===== config.mk =====
export PLATFORM = sky130hd
export DESIGN_NAME = pipe_stage_reg
export DESIGN_NICKNAME = d
export VERILOG_FILES = /design/src/rtl/pipe_stage_reg.sv
export SDC_FILE = /design/constraint.sdc
export NUM_CORES = 1
export LEC_CHECK = 0
export BUFFER_PORTS_ARGS = -buffer_cell sky130_fd_sc_hd__buf_2
export CORE_ASPECT_RATIO = 1.4
export CORE_MARGIN = 5
export CORE_UTILIZATION = 45
export CTS_CLUSTER_SIZE = 8
export DETAILED_ROUTE_END_ITERATION = 10
export PLACE_DENSITY = 0.85
export SLEW_MARGIN = 30
export SYNTH_ARGS = -nofsm -noshare
export SYNTH_HDL_FRONTEND = slang
export SYNTH_SLANG_ARGS = --single-unit
export TNS_END_PERCENT = 10

===== constraint.sdc =====
create_clock -name clk -period 1.95 [get_ports clk]
set_clock_uncertainty 0.15 [all_clocks]
set_input_delay 0.39 -clock clk [delete_from_list [all_inputs] [get_ports clk]]
set_output_delay 0.39 -clock clk [all_outputs]
set_load 0.02 [all_outputs]

===== src/rtl/pipe_stage_reg.sv =====
// Handshaked pipeline stage register with flush, occupancy and stall counter.
// Define PIPE_STAGE_SKID_EN for a two-entry (main + skid) build; default is one entry.
module pipe_stage_reg #(
    parameter int DATA_W = 96,
    parameter int CTRL_W = 16
) (
    input  logic              clk,
    input  logic              reset,
    input  logic              flush,
    input  logic              in_valid,
    output logic              in_ready,
    input  logic [DATA_W-1:0] in_data,
    input  logic [CTRL_W-1:0] in_ctrl,
    output logic              out_valid,
    input  logic              out_ready,
    output logic [DATA_W-1:0] out_data,
    output logic [CTRL_W-1:0] out_ctrl,
    output logic [1:0]        occupancy,
    output logic [15:0]       stall_cnt
);

    logic              main_v_q, main_v_d;
    logic [DATA_W-1:0] main_data_q, main_data_d;
    logic [CTRL_W-1:0] main_ctrl_q, main_ctrl_d;
    logic [15:0]       stall_q, stall_d;
    logic              in_fire, out_fire;

    assign out_fire = main_v_q & out_ready;
    assign in_fire  = in_valid & in_ready;

    always_comb begin
        stall_d = stall_q;
        if (main_v_q && !out_ready && stall_q != 16'hFFFF)
            stall_d = stall_q + 16'd1;
    end

`ifdef PIPE_STAGE_SKID_EN
    logic              skid_v_q, skid_v_d;
    logic [DATA_W-1:0] skid_data_q, skid_data_d;
    logic [CTRL_W-1:0] skid_ctrl_q, skid_ctrl_d;
    logic              rdy_q, rdy_d;

    assign in_ready  = rdy_q & ~flush & reset;
    assign occupancy = {skid_v_q, main_v_q & ~skid_v_q};

    // Empty slots are zeroed so out_ctrl reads as a no-op bubble straight from the register.
    always_comb begin
        main_v_d    = main_v_q;
        main_data_d = main_data_q;
        main_ctrl_d = main_ctrl_q;
        skid_v_d    = skid_v_q;
        skid_data_d = skid_data_q;
        skid_ctrl_d = skid_ctrl_q;
        if (flush) begin
            main_v_d    = 1'b0;
            main_data_d = '0;
            main_ctrl_d = '0;
            skid_v_d    = 1'b0;
            skid_data_d = '0;
            skid_ctrl_d = '0;
        end else if (out_fire) begin
            if (skid_v_q) begin
                main_data_d = skid_data_q;
                main_ctrl_d = skid_ctrl_q;
                skid_v_d    = 1'b0;
                skid_data_d = '0;
                skid_ctrl_d = '0;
            end else if (in_fire) begin
                main_data_d = in_data;
                main_ctrl_d = in_ctrl;
            end else begin
                main_v_d    = 1'b0;
                main_data_d = '0;
                main_ctrl_d = '0;
            end
        end else if (in_fire) begin
            if (main_v_q) begin
                skid_v_d    = 1'b1;
                skid_data_d = in_data;
                skid_ctrl_d = in_ctrl;
            end else begin
                main_v_d    = 1'b1;
                main_data_d = in_data;
                main_ctrl_d = in_ctrl;
            end
        end
        rdy_d = ~skid_v_d;
    end

    always_ff @(posedge clk) begin
        if (!reset) begin
            main_v_q    <= 1'b0;
            main_data_q <= '0;
            main_ctrl_q <= '0;
            skid_v_q    <= 1'b0;
            skid_data_q <= '0;
            skid_ctrl_q <= '0;
            rdy_q       <= 1'b1;
            stall_q     <= '0;
        end else begin
            main_v_q    <= main_v_d;
            main_data_q <= main_data_d;
            main_ctrl_q <= main_ctrl_d;
            skid_v_q    <= skid_v_d;
            skid_data_q <= skid_data_d;
            skid_ctrl_q <= skid_ctrl_d;
            rdy_q       <= rdy_d;
            stall_q     <= stall_d;
        end
    end
`else
    assign in_ready  = (~main_v_q | out_ready) & ~flush & reset;
    assign occupancy = {1'b0, main_v_q};

    always_comb begin
        main_v_d    = main_v_q;
        main_data_d = main_data_q;
        main_ctrl_d = main_ctrl_q;
        if (flush || (out_fire && !in_fire)) begin
            main_v_d    = 1'b0;
            main_data_d = '0;
            main_ctrl_d = '0;
        end else if (in_fire) begin
            main_v_d    = 1'b1;
            main_data_d = in_data;
            main_ctrl_d = in_ctrl;
        end
    end

    always_ff @(posedge clk) begin
        if (!reset) begin
            main_v_q    <= 1'b0;
            main_data_q <= '0;
            main_ctrl_q <= '0;
            stall_q     <= '0;
        end else begin
            main_v_q    <= main_v_d;
            main_data_q <= main_data_d;
            main_ctrl_q <= main_ctrl_d;
            stall_q     <= stall_d;
        end
    end
`endif

    assign out_valid = main_v_q;
    assign out_data  = main_data_q;
    assign out_ctrl  = main_ctrl_q;
    assign stall_cnt = stall_q;

endmodule


After elaboration in Yosys (flattened, before gate mapping)
Cells that the tools add are included.
- register bits: 129
- word-level logic and storage cells: 21
- input port bits: 117
- equality and inequality tests: 1
- reduce and logical (&&, ||, !) cells: 7
- $add $sub $neg: 1
- bitwise operators: 8
- operators with widths (kind ; number):
    $add A16 B1 Y16 const B ; 1
    $ne A16 B16 Y1 const B ; 1
    $and A1 B1 Y1 ; 4
    $logic_and A1 B1 Y1 ; 3
    $not A1 Y1 ; 3
    $logic_not A1 Y1 ; 2
    $reduce_or A2 Y1 ; 1
    $logic_or A1 B1 Y1 ; 1
    $or A1 B1 Y1 ; 1

Depth between registers and ports, before layout
Gate-level depths: netlist of run 1.
- depth in word-level cells: 9
- depth in mapped cells: 8
- gate-level depth less buffers: 5

Least setup slack after synthesis of run 1
No wires, ideal clock.
- path type: flip-flop to flip-flop
- from: register stall_q[0], in the netlist stall_cnt[0]
- to: register stall_q[0], in the netlist stall_cnt[0]
- data required time: 1672 ps
- setup time: 128 ps
- cell stages (with the launch flop): 6
- path buffers: 0
- slack: 30 ps
- arrival: 1642 ps
- cell sequence: dfxtp_1 -> ha_1 -> inv_1 -> nor4_4 -> a31oi_1 -> mux2i_1
- word-level cells in the longest chain between the ends: 2
- ends and longest elaborated chain (element ; line ; source):
    start, declared ; 25 ; logic [15:0] stall_q, stall_d;
    start signal, assigned ; 140 ; stall_q <= stall_d;
    branches (longest 2 deep; another with $add A16 B1 Y16) ; n/a ;
Several ways; the timed one is not identified.
A chain may end at the register's enable or synchronous reset.

Worst setup path in the final report of run 1
- from: register stall_q[2], in the netlist stall_cnt[2]
- to: register stall_q[9], in the netlist stall_cnt[9]
The elaborated chain is that of the path after synthesis.

==> impl_summary.md, run 1 <==
Status
The run finished with clean final reports.

Power
The internal power of the cells totals 4736 uW. The leakage power is 0.003020 uW. The switching share of total power is 0.2339. The logic gate share of total power is 0.066. The largest vdd supply drop is 605.5 uV. In this run the power density over the cells is 907.5 mW/mm^2.

The sequential share of power is 0.434. The net switching power figure is 1446 uW. The clock power share is 0.500.

Clocking
Clock tree synthesis inserted a total of 17 buffers. The CTS H-tree depth is 4. No sink is reached through more buffers than the 2 on the longest clock path. The count of hold-fix buffers inserted at cts is 0. For this design, the sink count on the clock tree is 129. TritonCTS built the clock tree. The clock insertion delay at the later pin of the skew report is 0.40 ns. The post-CTS repair timing setup buffer count is 0. Clock-pin slew was measured on the worst setup and hold paths at 0.06 ns. In this run the clock root is driven by a sky130_fd_sc_hd__clkbuf_16.

Yosys
In this run the mean area of a mapped cell was 7.966 sq um. The share of synthesized area occupied by flip-flops and latches is 0.5457. The dominant register cell in the synthesized netlist is sky130_fd_sc_hd__dfxtp_1. Counting flops with a built-in enable in the synthesized netlist gives 0. The number of warnings issued by yosys is 0. The cell area after synthesis is 0.004732 sq mm. The async set or reset register ratio after synthesis is 0. The cell count after synthesis came out at 594.

Counting flops and latches in the post-synthesis netlist gives 129. Sorting the synthesized cells by area gives the leading types as sky130_fd_sc_hd__dfxtp_1, sky130_fd_sc_hd__nand2_1, sky130_fd_sc_hd__a21oi_1. Counting distinct cell types in the post-synthesis netlist gives 40.

Counting every net in the synthesized netlist gives 712. The share of synthesized area in the top cell type comes to 0.5457. The leading area contributor after synthesis is sky130_fd_sc_hd__dfxtp_1.

Place
Routability-driven placement finished with a final weighted congestion of 0.8811. The number of port buffers is 247. Detailed placement finished with a half-perimeter wire length of 10350 microns. Timing analysis after detailed placement gives a worst setup slack of 0.03396 ns.

Global routing
For this run, the total global-route usage over all layers was measured as 0.2180. For this run the aggregate overflow at the end of global routing stands at 0. The first global-routing pass estimated 22760 microns of wire. The number of antenna violations at the first check in global routing is 1. The via count of the first global-routing pass is 4559. Entering global routing, the biggest net connects 62 pins.

STA
The count of pins over their slew limit is 0. After layout, the minimum clock period comes to 1.804 ns. The final worst setup slack is 0.1464 ns. The achievable frequency is 554.5 MHz.

The hold violation count in the final report is 0. Setup repair after global routing could not meet its margin everywhere. Setup violations remaining at the end of the flow were counted as 0. Of the available clock period, the critical path in the final layout requires 0.9249.

Critical path
The critical-path cell with the highest stage delay is sky130_fd_sc_hd__or4_1. STA puts the critical path data required time at 2.14 ns. By startpoint and endpoint, the worst setup path is classified as flop to flop. The sort of element at the start of the critical path is a flop. Traced cell by cell, the critical path runs through and4b_1, nand3_2, or4_1, a21oi_1. In this run the worst setup path begins at stall_cnt[2]$_SDFFE_PN0P_. Data on the critical path arrives at its endpoint at 1.99 ns. In this run the worst path has a maximum fanout of 8. The startpoint identified for the worst register-to-register timing path is stall_cnt[2]$_SDFFE_PN0P_. The kind of end point of the critical path is a flop.

The critical path's largest stage delay is 0.53 ns.

Cells and area
The core occupancy in the finished layout is 0.6581. The final layout contains 958 nets. Counting the fill cells in the layout gives 903. The post-synthesis to final-layout area growth is 43.94%. The share of cells above drive strength 1 is 0.3623.

Routing
The average via count per standard cell is 4.933. The first detailed-routing pass took 4 iterations. After detailed routing, the average wire length per cell comes to 14.43 microns. The remaining routing DRC violations is 0.

The number of nets still failing antenna checks after routing is 0. The total length of routed wires is 14320 microns. The detailed router's first-iteration violation count is 177. Detailed routing inserted a total of 4894 vias.

Floorplanning
The die footprint is 0.01270 sq mm. The initial utilization of the core area, before any placement, comes to 0.4572. The chip width is 96.67 microns. The vertical die dimension is 131.3 microns. In this run the standard cell core region covers 0.01035 sq mm. After floorplanning, the core was divided into 44 placement rows. The I/O pin total is 249.

Hold path
The startpoint identified for the worst hold timing path is in_ctrl[5]. In this run the worst hold path is classified as input pin to flop.

Run
Across the run, the number of max-cap violations was 0.
[critical path: cells and delay by family, from the launching register on]
kind,cells,cell delay (ns)
flip-flops,1,0.41
AND/OR/NAND/NOR,3,1.04
AO/OA/AOI/OAI,1,0.14
[through the flow]
stage               std cells  power, uW  setup TNS [ns]  hold WS (ns)  instance area (sq um)
global route              992       6413      -0.0001834       0.06309                   6812
CTS                       991       6250               0       0.05390                   6808
floorplan                 594       2938               0        0.3607                   4732
detailed placement        959       3151               0        0.2930                   6223
finish                    992       6182               0       0.07050                   6812
global placement          959       3146               0        0.2884                   6223
[synthesized netlist by cell type, types with 2 or more instances]
cell type and n:
sky130_fd_sc_hd__nand2_1 233, sky130_fd_sc_hd__dfxtp_1 129, sky130_fd_sc_hd__a21oi_1 123, sky130_fd_sc_hd__clkbuf_1 23, sky130_fd_sc_hd__buf_2 13, sky130_fd_sc_hd__nor2_1 7, sky130_fd_sc_hd__o31ai_1 7, sky130_fd_sc_hd__or4_1 7
sky130_fd_sc_hd__inv_1 5, sky130_fd_sc_hd__nand3_1 5, sky130_fd_sc_hd__nand2b_1 4, sky130_fd_sc_hd__mux2i_1 3, sky130_fd_sc_hd__a31oi_1 2, sky130_fd_sc_hd__buf_1 2, sky130_fd_sc_hd__buf_4 2, sky130_fd_sc_hd__nand4_1 2
sky130_fd_sc_hd__nor2b_1 2, sky130_fd_sc_hd__nor3_1 2, sky130_fd_sc_hd__nor4_1 2
[area by class of cell]
type                       instances  area (sq um)  share of cell area
sequential                       129          2584              0.3793
multi-input combinational        419          1981              0.2908
timing repair buffer             268          1469              0.2157
clock buffer                      18         429.2             0.06301
tap                              138         172.7             0.02535
clock inverter                    14         155.1             0.02278
inverter                           5         18.77            0.002755
antenna                            1         2.502           0.0003674
[placed cells by master (no fill, tap or decap), drive strengths merged, types with 2 or more instances in the layout]
cell type,count
nand2,233
o21ai,2
clkinv,6
nor2,7
or4,7
nand4,4
mux2i,3
inv,9
o31ai,7
nor2b,2
nor3,2
buf,268
bufinv,2
clkinvlp,2
nand2b,4
nor4,3
a31oi,2
dfxtp,129
a21oi,123
nand3,6
clkbuf,18
[logic make-up after synthesis]
kind of cell / after synthesis / synth area share
muxes: 3 / 0.006346
adders and majority gates: 1 / 0.002644
DFF: 129 / 0.5457
xor gates and xnor gates: 1 / 0.001851
other: 1 / 0.0007925
and+or+nand+nor: 274 / 0.2459
AOI/OAI and AO/OA: 139 / 0.1549
buffers and inverters: 46 / 0.04177
[layer usage]
metal,wire (microns),share of wire,track usage
met1,5312,0.37,0.2332
met2,7425,0.52,0.3825
met3,1149,0.080,0.07423
met4,429,0.030,0.1038
met5,0,0,0
[flip-flops by register name, indices dropped and copies added, names as in the netlist]
register,flops
out_data,96
out_ctrl,16
stall_cnt,16
out_valid,1
[worst paths after layout]
kind	end	depth (start not counted)	slack, ns
min reg2reg	out_data[82]$_SDFFE_PP0P_	2	0.30
max reg2reg	stall_cnt[9]$_SDFFE_PN0P_	4	0.15
min	out_ctrl[5]$_SDFFE_PP0P_	3	0.07
max	stall_cnt[9]$_SDFFE_PN0P_	4	0.15
[timing repair]
item / in CTS / in global routing
endpoints found under the hold margin: 0 / 0
endpoints found under the setup margin: 0 / 2
resized for setup: 0 / 1
[power by group through the flow]
stage | sequential (uW) | clock, uW | combinational (uW)
2_1_floorplan | 2790 | 0 | 153
3_3_place_gp | 2740 | 0 | 404
3_5_place_dp | 2740 | 0 | 408
4_1_cts | 2690 | 3150 | 410
5_1_grt | 2690 | 3280 | 448
6_report | 2690 | 3090 | 406
(Power assumes the default switching activity.)
==> run 2: changes to the inputs <==
--- a/config.mk
+++ b/config.mk
@@ -12,6 +12,7 @@
 export CTS_CLUSTER_SIZE = 8
 export DETAILED_ROUTE_END_ITERATION = 10
 export PLACE_DENSITY = 0.85
+export REMOVE_ABC_BUFFERS = 1
 export SLEW_MARGIN = 30
 export SYNTH_ARGS = -nofsm -noshare
 export SYNTH_HDL_FRONTEND = slang
==> impl_summary.md, run 2 (synthesis results as in run 1) <==
Floorplanning
The vertical die dimension was 131.3 microns (unchanged). The number of standard-cell rows in the floorplan is 44 (unchanged). The placeable core area was 0.01035 sq mm (unchanged). The die footprint is 0.01270 sq mm (unchanged). The I/O pin total is 249 (unchanged). The chip width is 96.67 microns (unchanged). The effective utilization at floorplan is 0.4572 (unchanged).

Critical path
The data required time of the worst path is 2.13 ns (about the same). The critical setup path kind is flop to flop. The signal arrival time at the worst endpoint is 2.05 ns (+0.06 ns).

The worst-case reg-to-reg path depth is 4 (unchanged). STA classifies the critical path startpoint as a flop. The maximum net fanout on the critical path is 7 (-1). The kind of end point of the critical path is a flop.

Global routing
The wire length of the first global-routing pass came to 22070 microns (-3.0%). The number of antenna violations at the first check in global routing is 1 (unchanged). The global-route usage over all layers came to 0.2114 (-0.006566). The aggregate global routing overflow is 0 (unchanged). The via count of the first global-routing pass is 4456 (-2.3%). The maximum number of pins on one net before global-route repair is 74 (+19%).

Cells and area
The share of cells above drive strength 1 is 0.3600 (-0.002251). The library cell used most frequently in the layout, excluding fill and tap cells, is sky130_fd_sc_hd__buf_2. The number of flip-flops in the largest register came to 96 (unchanged). The count of placed standard cells in the final layout, fillers left out is 989 (-0.30%). The post-synthesis to final-layout area growth is 45.08%.

In the layout the commonest cells are sky130_fd_sc_hd__buf_2, sky130_fd_sc_hd__nand2_1, sky130_fd_sc_hd__dfxtp_1, sky130_fd_sc_hd__a21oi_1, sky130_fd_sc_hd__clkbuf_16. The core occupancy in the finished layout is 0.6633 (+0.005198). The number of inserted filler cells in the final layout is 907 (+0.44%).

The number of nets in the final layout is 955 (-0.31%).

Routing
The detailed router's first-iteration violation count is 211 (+19%). The remaining routing DRC violations is 0 (unchanged). The number of nets still failing antenna checks after routing is 0 (unchanged). The detailed-routing iteration count for the pre-antenna-repair pass is 5 (+1). The number of vias in the routed layout was 4976 (+1.7%). The average via count per standard cell came to 5.031 (+2.0%).

The routed wire length per instance is 14.47 microns (+0.25%). The total length of routed wires was 14310 microns (about the same).

Place
The number of port buffers is 247 (unchanged). The last weighted congestion value of the routability-driven placer was 0.9117 (+3.5%). The detailed-placement wirelength estimate is 10530 microns (+1.7%). The cell count after placement is 956 (-0.31%).

Power
The leakage power is 0.003034 uW (+0.46%). The largest vdd supply drop is 631.6 uV (+4.3%). The power per standard cell area was 956.7 mW/mm^2 (+5.4%).

Run
The max-cap check violation count is 0 (unchanged).

STA
The hold violation count in the final report was 0 (unchanged). Setup repair after global routing left no endpoint under its margin. The setup TNS was 0 ns (unchanged). The achievable frequency is 535.4 MHz (-3.4%).

The headroom to the max-slew limit is 0.6527. The period utilization came to 0.9579 (+0.03297). The count of pins over their slew limit came to 0 (unchanged).

For the pin with the worst max-slew slack, the measured transition is 0.5190 ns. The final-report setup violation count is 0 (unchanged). The final period demand of the worst path was 1.868 ns (+0.06428 ns).

Clocking
The clock insertion delay at the later pin of the skew report is 0.40 ns (about the same). The cell chosen for the clock root is sky130_fd_sc_hd__clkbuf_16. The CTS H-tree depth is 4 (unchanged). The clock tree from TritonCTS is built. The worst-case clock buffer depth is 2 (unchanged).

The clock-pin slew on the worst setup and hold paths was 0.06 ns (about the same). The TritonCTS sink count was 129 (unchanged). The count of hold-fix buffers inserted at cts is 0 (unchanged).

The total clock buffers created by CTS came to 17 (unchanged).

Status
The run finished with clean final reports.

Hold path
The hold path depth is 3 (unchanged). The worst hold path belongs to the class input pin to flop.
## run 2: cell count changes in the layout (fill, tap and decap cells not counted), moves of 2 or more
cell	change
sky130_fd_sc_hd__clkinv_4	-2
sky130_fd_sc_hd__clkbuf_8	+2
sky130_fd_sc_hd__inv_6	-3
sky130_fd_sc_hd__buf_4	-3
sky130_fd_sc_hd__bufinv_16	+3
## run 2: final timing paths
check / startpoint / end / slack, ns
min reg2reg: out_data[80]$_SDFFE_PP0P_ / out_data[80]$_SDFFE_PP0P_ / 0.30
max reg2reg: stall_cnt[5]$_SDFFE_PN0P_ / stall_cnt[15]$_SDFFE_PN0P_ / 0.08
max: stall_cnt[5]$_SDFFE_PN0P_ / stall_cnt[15]$_SDFFE_PN0P_ / 0.08
min: in_data[67] / out_data[67]$_SDFFE_PP0P_ / 0.08
## run 2: repair_timing
action,CTS,global route
resized for setup,0,2
buffers inserted,0,0
endpoints found under the setup margin,0,1
## run 2: through the flow
step | instance area [sq um] | total power (uW) | hold WS [ns] | setup WS, ns
5_1_grt | 6865 | 6785 | 0.06082 | 0.01168
3_3_place_gp | 6201 | 3148 | 0.2884 | 0.02938
4_1_cts | 6862 | 6625 | 0.06115 | 0.1120
6_report | 6865 | 6568 | 0.07773 | 0.08216
2_1_floorplan | 4553 | 2922 | 0.3607 | -2.794
3_5_place_dp | 6201 | 3153 | 0.2930 | 0.02831
## run 2: report_power, final
part           switching, uW  internal (uW)  total [uW]  leakage, uW
clock network           1130           2340        3470     0.000313
registers               16.4           2670        2690      0.00104
logic                    241            169         409      0.00168
total                   1390           5180        6570      0.00303
## run 2: layout make-up
class / instances / area (sq um) / area share
clock buffer: 20 / 456.7 / 0.06652
sequential: 129 / 2582 / 0.3762
clock inverter: 12 / 203.9 / 0.02971
multi-input combinational: 419 / 1982 / 0.2887
antenna: 1 / 2.502 / 0.0003645
inverter: 5 / 18.77 / 0.002734
tap: 138 / 172.7 / 0.02515
timing repair buffer: 265 / 1446 / 0.2107
## run 2: layer usage
| metal | share of wire | GRT usage |
|---|---|---|
| met2 | 0.53 | 0.3898 |
| met5 | 0 | 0 |
| met4 | 0.032 | 0.08275 |
| met1 | 0.37 | 0.2218 |
| met3 | 0.069 | 0.06522 |
## run 2: critical path: stages, from the launching register on
cell and delay, ns:
sky130_fd_sc_hd__dfxtp_1 0.47, sky130_fd_sc_hd__nand4_4 0.20, sky130_fd_sc_hd__or2_4 0.31, sky130_fd_sc_hd__or4_1 0.51, sky130_fd_sc_hd__a21oi_1 0.15
==> run 3: changes to the inputs <==
--- a/config.mk
+++ b/config.mk
@@ -6,7 +6,7 @@
 export NUM_CORES = 1
 export LEC_CHECK = 0
 export BUFFER_PORTS_ARGS = -buffer_cell sky130_fd_sc_hd__buf_2
-export CORE_ASPECT_RATIO = 1.4
+export CORE_ASPECT_RATIO = 0.8
 export CORE_MARGIN = 5
 export CORE_UTILIZATION = 45
 export CTS_CLUSTER_SIZE = 8
==> constraint.sdc (replaced) <==
create_clock -name clk -period 2.11 [get_ports clk]
set_clock_uncertainty 0.15 [all_clocks]
set_input_delay 0.422 -clock clk [delete_from_list [all_inputs] [get_ports clk]]
set_output_delay 0.422 -clock clk [all_outputs]
set_load 0.02 [all_outputs]
==> impl_summary.md, run 3 (synthesis results as in run 1) <==
Hold path
The class of the worst hold path is input pin to flop.

Clocking
The CTS H-tree depth is 4 (unchanged). The worst-case clock buffer depth is 2 (unchanged). The count of hold-fix buffers inserted at cts is 0 (unchanged).

The clock insertion delay at the later pin of the skew report came to 0.41 ns (about the same). The total clock buffers created by CTS is 17 (unchanged). The clock-pin slew on the worst setup and hold paths is 0.06 ns (about the same). The post-CTS repair timing setup buffer count is 0 (unchanged). Clock tree synthesis selected as its root buffer the cell sky130_fd_sc_hd__clkbuf_16. The total of cells resized after clock tree synthesis is 0 (unchanged).

The TritonCTS sink count is 129 (unchanged). The clock tree from TritonCTS is built.

Cells and area
The share of cells above drive strength 1 is 0.3577 (-0.002267). Leaving out fill and tap cells, the most frequent cells in the layout are sky130_fd_sc_hd__buf_2, sky130_fd_sc_hd__nand2_1, sky130_fd_sc_hd__dfxtp_1, sky130_fd_sc_hd__a21oi_1, sky130_fd_sc_hd__clkbuf_16. The count of placed standard cells in the final layout, fillers left out is 987 (-0.20%). The most frequent standard cell in the layout excluding fill and tap cells is sky130_fd_sc_hd__buf_2.

Compared with the post-synthesis result, the final layout area differs by 44.47%. The number of inserted filler cells in the final layout is 858 (-5.4%). The number of nets in the final layout is 952 (-0.31%). The number of flip-flops in the largest register is 96 (unchanged). The number of diodes added for antenna fixing is 0 (-1).

STA
The count of pins over their slew limit came to 0 (unchanged). The final worst setup slack is 0.1427 ns (+0.06056 ns). Setup repair after global routing left no endpoint under its margin. The hold violation count in the final report was 0 (unchanged). The transition time at the pin with the least slew margin is 0.7433 ns (+0.2243 ns). The headroom to the max-slew limit is 0.4982 (-0.1545). The period utilization is 0.9324. The final period demand of the worst path is 1.967 ns. The final-report setup violation count is 0 (unchanged). Timing would allow up to 508.3 MHz.

Critical path
The kind of end point of the critical path is a primary output. The signal on the critical path passes through nor2b_1, nor2_1, buf_2. The data required time of the worst path is 1.54 ns (-0.59 ns). The critical path buffer and inverter count is 1 (+1). The maximum net fanout on the critical path is 6 (-1). The critical setup path kind is flop to primary output. The critical-path cell with the highest stage delay is sky130_fd_sc_hd__dfxtp_1. The critical path's largest stage delay is 0.39 ns (-0.12 ns).

The signal arrival time at the worst endpoint was 1.40 ns (-0.65 ns). Broken down by cell family, the worst path's largest delay share belongs to simple AND/OR/NAND/NOR gates. The sort of element at the start of the critical path is a flop.

Routing
The remaining routing DRC violations is 0 (unchanged). The total length of routed wires came to 13560 microns (-5.2%). The number of vias in the routed layout is 4846 (-2.6%). The detailed router's first-iteration violation count is 246 (+17%).

The average via count per standard cell is 4.910 (-2.4%). The number of nets still failing antenna checks after routing is 0 (unchanged). The detailed-routing iteration count for the pre-antenna-repair pass came to 5 (unchanged). The routed wire length per instance is 13.74 microns (-5.1%).

Global routing
The global-route met3 utilization is 0.07538 (+0.01016). The number of antenna violations at the first check in global routing came to 0 (-1). The maximum number of pins on one net before global-route repair was 64 (-14%).

The aggregate global routing overflow is 0 (unchanged). met2 is the most crowded layer. The global-route usage over all layers is 0.2050 (-0.006409).

The global routing usage on met1 came to 0.2492 (+0.02741). The via count of the first global-routing pass is 4487 (+0.70%). The wire length of the first global-routing pass is 21470 microns (-2.8%). The global-route track usage on met2 is 0.3347 (-0.05507).

Power
The logic gate share of total power is 0.062 (about the same). The clock power share is 0.525 (-0.004). The sequential share of power is 0.414 (+0.005). The power per standard cell area is 877.8 mW/mm^2 (-8.3%).

The leakage power was 0.003022 uW (-0.40%). The net switching power figure was 1351 uW (-2.5%). The largest vdd supply drop is 594.1 uV (-5.9%). The switching share of total power was 0.2251 (+0.01410). The internal power summed over all cells is 4650 uW (-10%).

Place
The number of port buffers is 247 (unchanged). The detailed-placement wirelength estimate came to 9815 microns (-6.8%). The last weighted congestion value of the routability-driven placer is 0.8142 (-11%).

The setup slack after placement is 0.03756 ns (+0.009248 ns). The cell count after placement is 955 (-0.10%).

Status
The run finished with clean final reports.

Floorplanning
The die footprint is 0.01268 sq mm (-0.13%). The number of standard-cell rows in the floorplan is 33 (-25%). The chip width is 124.7 microns (+29%). The I/O pin total was 249 (unchanged).

The effective utilization at floorplan came to 0.4603 (+0.003060). The vertical die dimension was 101.7 microns (-23%). The placeable core area is 0.01028 sq mm (-0.66%).

Run
The max-cap check violation count is 0 (unchanged).
==> run 3: changes by cell type in the layout (fill, tap and decap cells not counted), sizes merged <==
cell / before / now
diode: 1 / 0
bufinv: 5 / 4
buf: 265 / 262
clkbuf: 20 / 18
clkinvlp: 3 / 2
inv: 6 / 9
clkinv: 3 / 4
==> run 3: tightest hold or removal path, delay by kind of cell <==
| kind | cells | cell delay (ns) |
|---|---|---|
| compound gates | 1 | 0.05 |
| simple gates | 1 | 0.04 |
| buf+inv | 1 | 0.09 |
==> run 3: power by group through the flow <==
stage,combinational (uW),clock (uW),sequential (uW)
detailed placement,369,0,2530
global placement,369,0,2530
global route,407,3320,2480
CTS,372,3200,2480
finish,370,3150,2480
floorplan,124,0,2580
==> run 3: final timing paths <==
| kind | from | to | slack [ns] | cells past startpoint |
|---|---|---|---|---|
| hold reg to reg | out_ctrl[3]$_SDFFE_PP0P_ | out_ctrl[3]$_SDFFE_PP0P_ | 0.30 | 2 |
| setup / recovery | out_valid$_SDFFE_PP0P_ | in_ready | 0.14 | 3 |
| hold / removal | in_data[60] | out_data[60]$_SDFFE_PP0P_ | 0.09 | 3 |
| setup reg to reg | stall_cnt[9]$_SDFFE_PN0P_ | stall_cnt[6]$_SDFFE_PN0P_ | 0.20 | 4 |
==> run 3: area by class of cell <==
class	count	area, sq um	area share
Sequential cell	129	2582	0.3777
Multi-Input combinational cell	419	1981	0.2897
Timing Repair Buffer	262	1436	0.2101
Clock buffer	18	439.2	0.06424
Clock inverter	14	203.9	0.02983
Tap cell	140	175.2	0.02562
Inverter	5	18.77	0.002745
==> run 3: routing by layer <==
layer,vias to the layer above,part of all wire
li1,2447,-
met1,2159,0.41
met2,213,0.47
met3,27,0.092
met4,0,0.022
met5,-,0
==> run 3: per-stage QoR <==
| step | total power (uW) | area [sq um] | TNS, ns | utilization | hold WS [ns] |
|---|---|---|---|---|---|
| 2_1_floorplan | 2700 | 4553 | -294.95 | - | 0.3845 |
| 3_3_place_gp | 2902 | 6193 | 0 | 0.6024 | 0.2889 |
| 3_5_place_dp | 2904 | 6193 | 0 | 0.6024 | 0.2930 |
| 4_1_cts | 6054 | 6837 | 0 | 0.6650 | 0.08169 |
| 5_1_grt | 6213 | 6837 | 0 | 0.6650 | 0.08369 |
| 6_report | 6001 | 6837 | 0 | 0.6650 | 0.09309 |
